===== config.mk =====
export PLATFORM = sky130hd
export DESIGN_NAME = cam_ctrl
export DESIGN_NICKNAME = d
export VERILOG_FILES = /design/src/rtl/cam_ctrl_pkg.sv /design/src/rtl/cam_prio_enc.sv /design/src/rtl/cam_ctrl.sv
export SDC_FILE = /design/constraint.sdc
export NUM_CORES = 1
export LEC_CHECK = 0
export ABC_AREA = 0
export CAP_MARGIN = 20
export CELL_PAD_IN_SITES_DETAIL_PLACEMENT = 0
export CELL_PAD_IN_SITES_GLOBAL_PLACEMENT = 1
export CORE_ASPECT_RATIO = 1.4
export CORE_UTILIZATION = 37
export CTS_BUF_LIST = sky130_fd_sc_hd__clkbuf_16
export DETAILED_ROUTE_END_ITERATION = 6
export PLACE_DENSITY = 0.92
export RECOVER_POWER = 100
export SETUP_SLACK_MARGIN = 0.3
export SLEW_MARGIN = 20
export SYNTH_ARGS = -nofsm -noshare
export SYNTH_HDL_FRONTEND = slang
export SYNTH_HIERARCHICAL = 1
export SYNTH_SLANG_ARGS = --single-unit
export TNS_END_PERCENT = 5

===== constraint.sdc =====
create_clock -name clk -period 2.64 [get_ports clk]
set_input_delay 0.264 -clock clk [delete_from_list [all_inputs] [get_ports clk]]
set_output_delay 0.264 -clock clk [all_outputs]
set_load 0.02 [all_outputs]

===== src/rtl/cam_ctrl_pkg.sv =====
// Shared definitions for the CAM sequencer: default geometry, request opcodes
// and controller states.
package cam_ctrl_pkg;

  localparam int CAM_DEPTH  = 16;
  localparam int CAM_ADDR_W = 4;
  localparam int CAM_DATA_W = 8;

  typedef enum logic [1:0] {
    OP_WRITE  = 2'd0,
    OP_SEARCH = 2'd1,
    OP_CLEAR  = 2'd2,
    OP_NOP    = 2'd3
  } op_e;

  typedef enum logic [2:0] {
    INIT         = 3'd0,
    IDLE         = 3'd1,
    WRITE        = 3'd2,
    SEARCH_ISSUE = 3'd3,
    SEARCH_WAIT  = 3'd4,
    RESP         = 3'd5,
    CLEAR_SWEEP  = 3'd6
  } state_e;

endpackage


===== src/rtl/cam_prio_enc.sv =====
// Lowest-index priority encoder for the CAM match vector, with any-hit and
// more-than-one-hit flags.
module cam_prio_enc
  import cam_ctrl_pkg::*;
#(
  parameter int DEPTH  = CAM_DEPTH,
  parameter int ADDR_W = CAM_ADDR_W
) (
  input  logic [DEPTH-1:0]  match,
  output logic              found,
  output logic              multi,
  output logic [ADDR_W-1:0] addr
);

  logic [DEPTH-1:0] match_m1;
  logic [DEPTH-1:0] lowest;

  // Isolating the lowest set bit turns the encode into a plain one-hot OR.
  assign match_m1 = match - DEPTH'(1);
  assign lowest   = match & ~match_m1;
  assign found    = |match;
  assign multi    = |(match & match_m1);

  genvar gi;
  for (gi = 0; gi < ADDR_W; gi++) begin : g_addr_bit
    logic [DEPTH-1:0] sel;
    always_comb begin
      sel = '0;
      for (int i = 0; i < DEPTH; i++) begin
        sel[i] = 1'((i >> gi) & 1);
      end
    end
    assign addr[gi] = |(lowest & sel);
  end

endmodule


===== src/rtl/cam_ctrl.sv =====
// CAM sequencer: zero sweep after reset, write/search/clear front-end and
// match encoding. CAM_VALID_BITS_EN adds a per-entry valid mask.
module cam_ctrl
  import cam_ctrl_pkg::*;
#(
  parameter int DEPTH  = CAM_DEPTH,
  parameter int ADDR_W = CAM_ADDR_W,
  parameter int DATA_W = CAM_DATA_W
) (
  input  logic              clk,
  input  logic              rst,
  input  logic              req_valid,
  output logic              req_ready,
  input  logic [1:0]        req_op,
  input  logic [ADDR_W-1:0] req_addr,
  input  logic [DATA_W-1:0] req_data,
  output logic              resp_valid,
  output logic              resp_found,
  output logic              resp_multi,
  output logic [ADDR_W-1:0] resp_addr,
  output logic              busy,
  output logic              cam_we,
  output logic [ADDR_W-1:0] cam_waddr,
  output logic [DATA_W-1:0] cam_wdata,
  output logic              cam_search,
  output logic [DATA_W-1:0] cam_key,
  input  logic [DEPTH-1:0]  cam_match
);

  localparam logic [ADDR_W-1:0] LAST_ADDR = ADDR_W'(DEPTH - 1);

  state_e            state_q, state_d;
  logic [ADDR_W-1:0] cnt_q, cnt_d;
  logic              req_ready_q, req_ready_d;
  logic              busy_q, busy_d;
  logic              resp_valid_q, resp_valid_d;
  logic              resp_found_q, resp_found_d;
  logic              resp_multi_q, resp_multi_d;
  logic [ADDR_W-1:0] resp_addr_q, resp_addr_d;
  logic              cam_we_q, cam_we_d;
  logic [ADDR_W-1:0] cam_waddr_q, cam_waddr_d;
  logic [DATA_W-1:0] cam_wdata_q, cam_wdata_d;
  logic              cam_search_q, cam_search_d;
  logic [DATA_W-1:0] cam_key_q, cam_key_d;

  logic [DEPTH-1:0]  match_eff;
  logic              enc_found, enc_multi;
  logic [ADDR_W-1:0] enc_addr;
  logic              accept;

`ifdef CAM_VALID_BITS_EN
  logic [DEPTH-1:0] valid_q, valid_d;

  // The write strobe is phase-aligned with the state: only WRITE carries user
  // data, every other visible write is a sweep that invalidates its entry.
  always_comb begin
    valid_d = valid_q;
    if (cam_we_q) begin
      valid_d[cam_waddr_q] = (state_q == WRITE);
    end
  end

  assign match_eff = cam_match & valid_q;
`else
  assign match_eff = cam_match;
`endif

  cam_prio_enc #(
    .DEPTH  (DEPTH),
    .ADDR_W (ADDR_W)
  ) u_prio_enc (
    .match (match_eff),
    .found (enc_found),
    .multi (enc_multi),
    .addr  (enc_addr)
  );

  assign accept = req_valid && req_ready_q;

  always_comb begin
    state_d      = state_q;
    cnt_d        = cnt_q;
    req_ready_d  = req_ready_q;
    busy_d       = busy_q;
    resp_valid_d = 1'b0;
    resp_found_d = 1'b0;
    resp_multi_d = 1'b0;
    resp_addr_d  = '0;
    cam_we_d     = 1'b0;
    cam_waddr_d  = cam_waddr_q;
    cam_wdata_d  = cam_wdata_q;
    cam_search_d = 1'b0;
    cam_key_d    = cam_key_q;

    case (state_q)
      INIT: begin
        req_ready_d = 1'b0;
        busy_d      = 1'b1;
        cam_we_d    = 1'b1;
        cam_waddr_d = cnt_q;
        cam_wdata_d = '0;
        cnt_d       = cnt_q + ADDR_W'(1);
        if (cnt_q == LAST_ADDR) begin
          state_d = IDLE;
        end
      end

      IDLE: begin
        if (accept) begin
          req_ready_d = 1'b0;
          busy_d      = 1'b1;
          case (op_e'(req_op))
            OP_WRITE: begin
              cam_we_d     = 1'b1;
              cam_waddr_d  = req_addr;
              cam_wdata_d  = req_data;
              resp_valid_d = 1'b1;
              state_d      = WRITE;
            end
            OP_SEARCH: begin
              cam_search_d = 1'b1;
              cam_key_d    = req_data;
              state_d      = SEARCH_ISSUE;
            end
            OP_CLEAR: begin
              // Entry 0 goes out with the accept; the sweep continues from 1.
              cam_we_d    = 1'b1;
              cam_waddr_d = '0;
              cam_wdata_d = '0;
              cnt_d       = ADDR_W'(1);
              state_d     = CLEAR_SWEEP;
            end
            default: begin
              resp_valid_d = 1'b1;
              state_d      = RESP;
            end
          endcase
        end else begin
          req_ready_d = 1'b1;
          busy_d      = 1'b0;
        end
      end

      WRITE, RESP: begin
        req_ready_d = 1'b1;
        busy_d      = 1'b0;
        state_d     = IDLE;
      end

      SEARCH_ISSUE: begin
        state_d = SEARCH_WAIT;
      end

      SEARCH_WAIT: begin
        resp_valid_d = 1'b1;
        resp_found_d = enc_found;
        resp_multi_d = enc_multi;
        resp_addr_d  = enc_addr;
        req_ready_d  = 1'b1;
        busy_d       = 1'b0;
        state_d      = IDLE;
      end

      CLEAR_SWEEP: begin
        // Counter wrapped back to 0 once the last entry has been written.
        if (cnt_q == '0) begin
          resp_valid_d = 1'b1;
          state_d      = RESP;
        end else begin
          cam_we_d    = 1'b1;
          cam_waddr_d = cnt_q;
          cam_wdata_d = '0;
          cnt_d       = cnt_q + ADDR_W'(1);
        end
      end

      default: begin
        state_d = INIT;
        cnt_d   = '0;
      end
    endcase
  end

  always_ff @(posedge clk) begin
    if (rst) begin
      state_q      <= INIT;
      cnt_q        <= '0;
      req_ready_q  <= 1'b0;
      busy_q       <= 1'b1;
      resp_valid_q <= 1'b0;
      resp_found_q <= 1'b0;
      resp_multi_q <= 1'b0;
      resp_addr_q  <= '0;
      cam_we_q     <= 1'b0;
      cam_waddr_q  <= '0;
      cam_wdata_q  <= '0;
      cam_search_q <= 1'b0;
      cam_key_q    <= '0;
`ifdef CAM_VALID_BITS_EN
      valid_q      <= '0;
`endif
    end else begin
      state_q      <= state_d;
      cnt_q        <= cnt_d;
      req_ready_q  <= req_ready_d;
      busy_q       <= busy_d;
      resp_valid_q <= resp_valid_d;
      resp_found_q <= resp_found_d;
      resp_multi_q <= resp_multi_d;
      resp_addr_q  <= resp_addr_d;
      cam_we_q     <= cam_we_d;
      cam_waddr_q  <= cam_waddr_d;
      cam_wdata_q  <= cam_wdata_d;
      cam_search_q <= cam_search_d;
      cam_key_q    <= cam_key_d;
`ifdef CAM_VALID_BITS_EN
      valid_q      <= valid_d;
`endif
    end
  end

  assign req_ready  = req_ready_q;
  assign busy       = busy_q;
  assign resp_valid = resp_valid_q;
  assign resp_found = resp_found_q;
  assign resp_multi = resp_multi_q;
  assign resp_addr  = resp_addr_q;
  assign cam_we     = cam_we_q;
  assign cam_waddr  = cam_waddr_q;
  assign cam_wdata  = cam_wdata_q;
  assign cam_search = cam_search_q;
  assign cam_key    = cam_key_q;

endmodule


==> impl_metrics.csv <==
group,metric,value,unit
die,die_w,66.6,microns
grt,grt_overflow,0,
grt,antenna_found_initial,0,
route,drc,0,
outcome,status,"finished clean",
critical_path,r2r_slack,0.50,ns
clock_tree,cts_hold_buf,0,
final_layout,finalInstanceArea,0.00302,sq mm
sta,fin_crit,2.31,ns
route,drt-vias-per-instance,5.37,
pwr,power.total,1.52,mW
sta,worstMarginPinSlew,0.776,ns
final_layout,diodes,0,
critical_path,reg2reg_depth,4,
route,routed_wl,5.57,mm
die,fp.dieH,92.4,microns
place,dp_hpwl,4.20,mm
yosys,yosysWarnings,6,
yosys,ys_dominant_reg_cell,"dfxtp_1",
place,gp_congestion,0.875,
final_layout,fin_nets,351,
yosys,synth_edf_count,0,
clock_tree,cts_setup_buffers,0,
final_layout,syn_to_final_growth,39.5,%
clock_tree,clk_pin_slew,0.06,ns
grt,grt_max_degree,20,
route,drtIter0Drc,107,
yosys,syn_nets,286,
yosys,avgSynthCellArea,8.79,sq um
route,vias,2039,
yosys,seq_area_frac_synth,0.352,
route,wl_met1,2.22,mm
pwr,power.density,505,mW/mm^2
grt,grt_util_all_layers,0.188,
sta,tns,0,ns
sta,finalHoldViolCount,0,
clock_tree,h-tree-depth,2,
grt,grt_pass1_vias,1993,
critical_path,cp.arrival,2.48,ns
yosys,synth_commonest_cells,"dfxtp_1 (38), nor2_1 (26), mux2i_1 (17), a21oi_1 (13)",
sta,rsz0062_at_grt,"false",
critical_path,required,2.81,ns
yosys,synthArstFlopShare,0,
yosys,netlist_area,0.00216,sq mm
route,routedWlPerCell,14.7,microns
pwr,peakVddDrop,0.373,mV
final_layout,layout-drive-gt1-share,0.0865,
die,start_util,0.388,
yosys,ys_ff_latch,38,
worst_hold_path,hold_class,"reg2reg",
flow_run,cap_violations,0,
clock_tree,cts_tree,"yes",
yosys,post-synth-top-area-cell,"dfxtp_1",
place,numPortBuffers,63,
place,placed_area,0.00287,sq mm
clock_tree,numCtsBuffers,5,
critical_path,cp-endpoint,"resp_multi",
sta,setup_violations,0,
sta,finalClockSkew,0.00754,ns
critical_path,r2r-end,"cam_wdata[2]",
critical_path,startpoint,"cam_match[2]",
critical_path,start_kind,"primary input",
critical_path,r2r-start,"state_q[1]",
yosys,synthesis.instances,246,
yosys,synth_area_leaders,"dfxtp_1 (35%), mux2i_1 (7.9%), nor2_1 (4.5%)",
sta,fin_crit_sh,0.873,
yosys,synth.top_cell.area_share,0.352,
route,drt_pre_antenna_iters,4,
die,core,0.00557,sq mm
critical_path,path_class,"in2reg",
clock_tree,clk_path_buf_depth,2,
yosys,yosysMostFrequentCell,"dfxtp_1",
sta,maxSlewViolCount,0,
clock_tree,clock_sinks,38,
sta,max_slew_margin,0.482,
critical_path,worstPathMaxFanout,6,
die,rows,32,
route,ant_nets,0,
die,io_pins,64,
yosys,ys_types,56,
grt,grt_pass1_wl,8.96,mm
sta,timing.fmax,434,MHz
clock_tree,cts_root_buffer,"clkbuf_16",
clock_tree,cts_resized,0,
route,dr_wl_met3,293,microns
die,dieArea,0.00616,sq mm
pwr,leakagePower,1.21,nW
clock_tree,clk_latency,0.28,ns
route,top_layer_used,"met4",
route,met2WireLength,2.96,mm
critical_path,cp-end-kind,"flip-flop",
worst min-delay path by stage:
stage / cells after the start / endpoint / start
after global placement: 2 / cam_wdata[0] / cam_wdata[0]
after floorplan: 2 / cam_wdata[0] / req_data[0]
final: 2 / cam_wdata[7] / cam_wdata[7]
after detailed placement: 2 / cam_wdata[7] / cam_wdata[7]
after CTS: 2 / cam_wdata[7] / cam_wdata[7]
after global routing: 2 / cam_wdata[1] / cam_wdata[1]
per-stage QoR:
stage                     cells  setup slack [ns]  utilization  hold slack, ns
after floorplan             246             0.930            -           0.403
after global placement      372             0.296        0.515           0.461
after detailed placement    372             0.216        0.515           0.471
after CTS                   380             0.505        0.550           0.479
after global routing        380             0.237        0.542           0.505
final                       380             0.334        0.542           0.469
logic make-up after synthesis:
group,count (synthesis),share of synthesized area
and+or+nand+nor,105,0.300
AOI/OAI and AO/OA,55,0.175
adders and majority gates,9,0.0503
DFF,38,0.352
muxes,17,0.0787
buffers and inverters,22,0.0434
layout make-up:
cell class	count	area, sq um
well taps	68	85.1
inverters	12	45.0
multi-input cells	186	1270
fillers	534	2550
clock inverters	3	68.8
flip-flops and latches	38	761
repair buffers	68	664
clock buffers	5	125
where the power goes:
part | switching (mW) | internal (mW) | total (mW)
Clock | 0.239 | 0.543 | 0.782
Sequential | 0.00630 | 0.581 | 0.587
Combinational | 0.0726 | 0.0821 | 0.155
Total | 0.318 | 1.21 | 1.52
per-layer routing:
metal | up-vias | GRT usage
met1 | 941 | 0.191
met2 | 60 | 0.349
met4 | 0 | 0.0780
met5 | - | 0
met3 | 10 | 0.0480
li1 | 1028 | -
sequential cells by signal, summed over array words and instances, names as in the netlist, 3 cells and up:
| name | cells |
|---|---|
| cam_key | 8 |
| cam_wdata | 8 |
| cam_waddr | 4 |
| cnt_q | 4 |
| state_q | 3 |
| resp_addr | 4 |
cell usage in the layout (no fill, tap or decap), types with 2 or more instances in the layout:
master and n:
nand2b_1 9, o31ai_1 2, o211ai_1 5, mux2i_1 17
nor3_1 12, clkdlybuf4s50_1 30, dfxtp_1 38, nor4_1 3
and2_1 5, a21oi_1 14, o21ai_0 10, nor4_2 2
nor2b_1 2, a32oi_1 2, nor3b_1 5, or4_1 3
o21a_1 3, ha_1 7, and2_0 2, a211oi_1 3
buf_4 4, nand3_1 9, nor2_1 26, inv_1 12
clkbuf_16 5, bufinv_16 2, o21bai_1 2, o221ai_1 4
dlygate4sd3_1 33, nand2_1 12
worst max-delay path, stage by stage:
cell and delay [ns]:
dlygate4sd3_1 0.61, or4_1 0.65, nor3_1 0.40, a21oi_1 0.15, nor4_2 0.16, nand4b_1 0.10, and2_1 0.14
(Power assumes the default switching activity.)
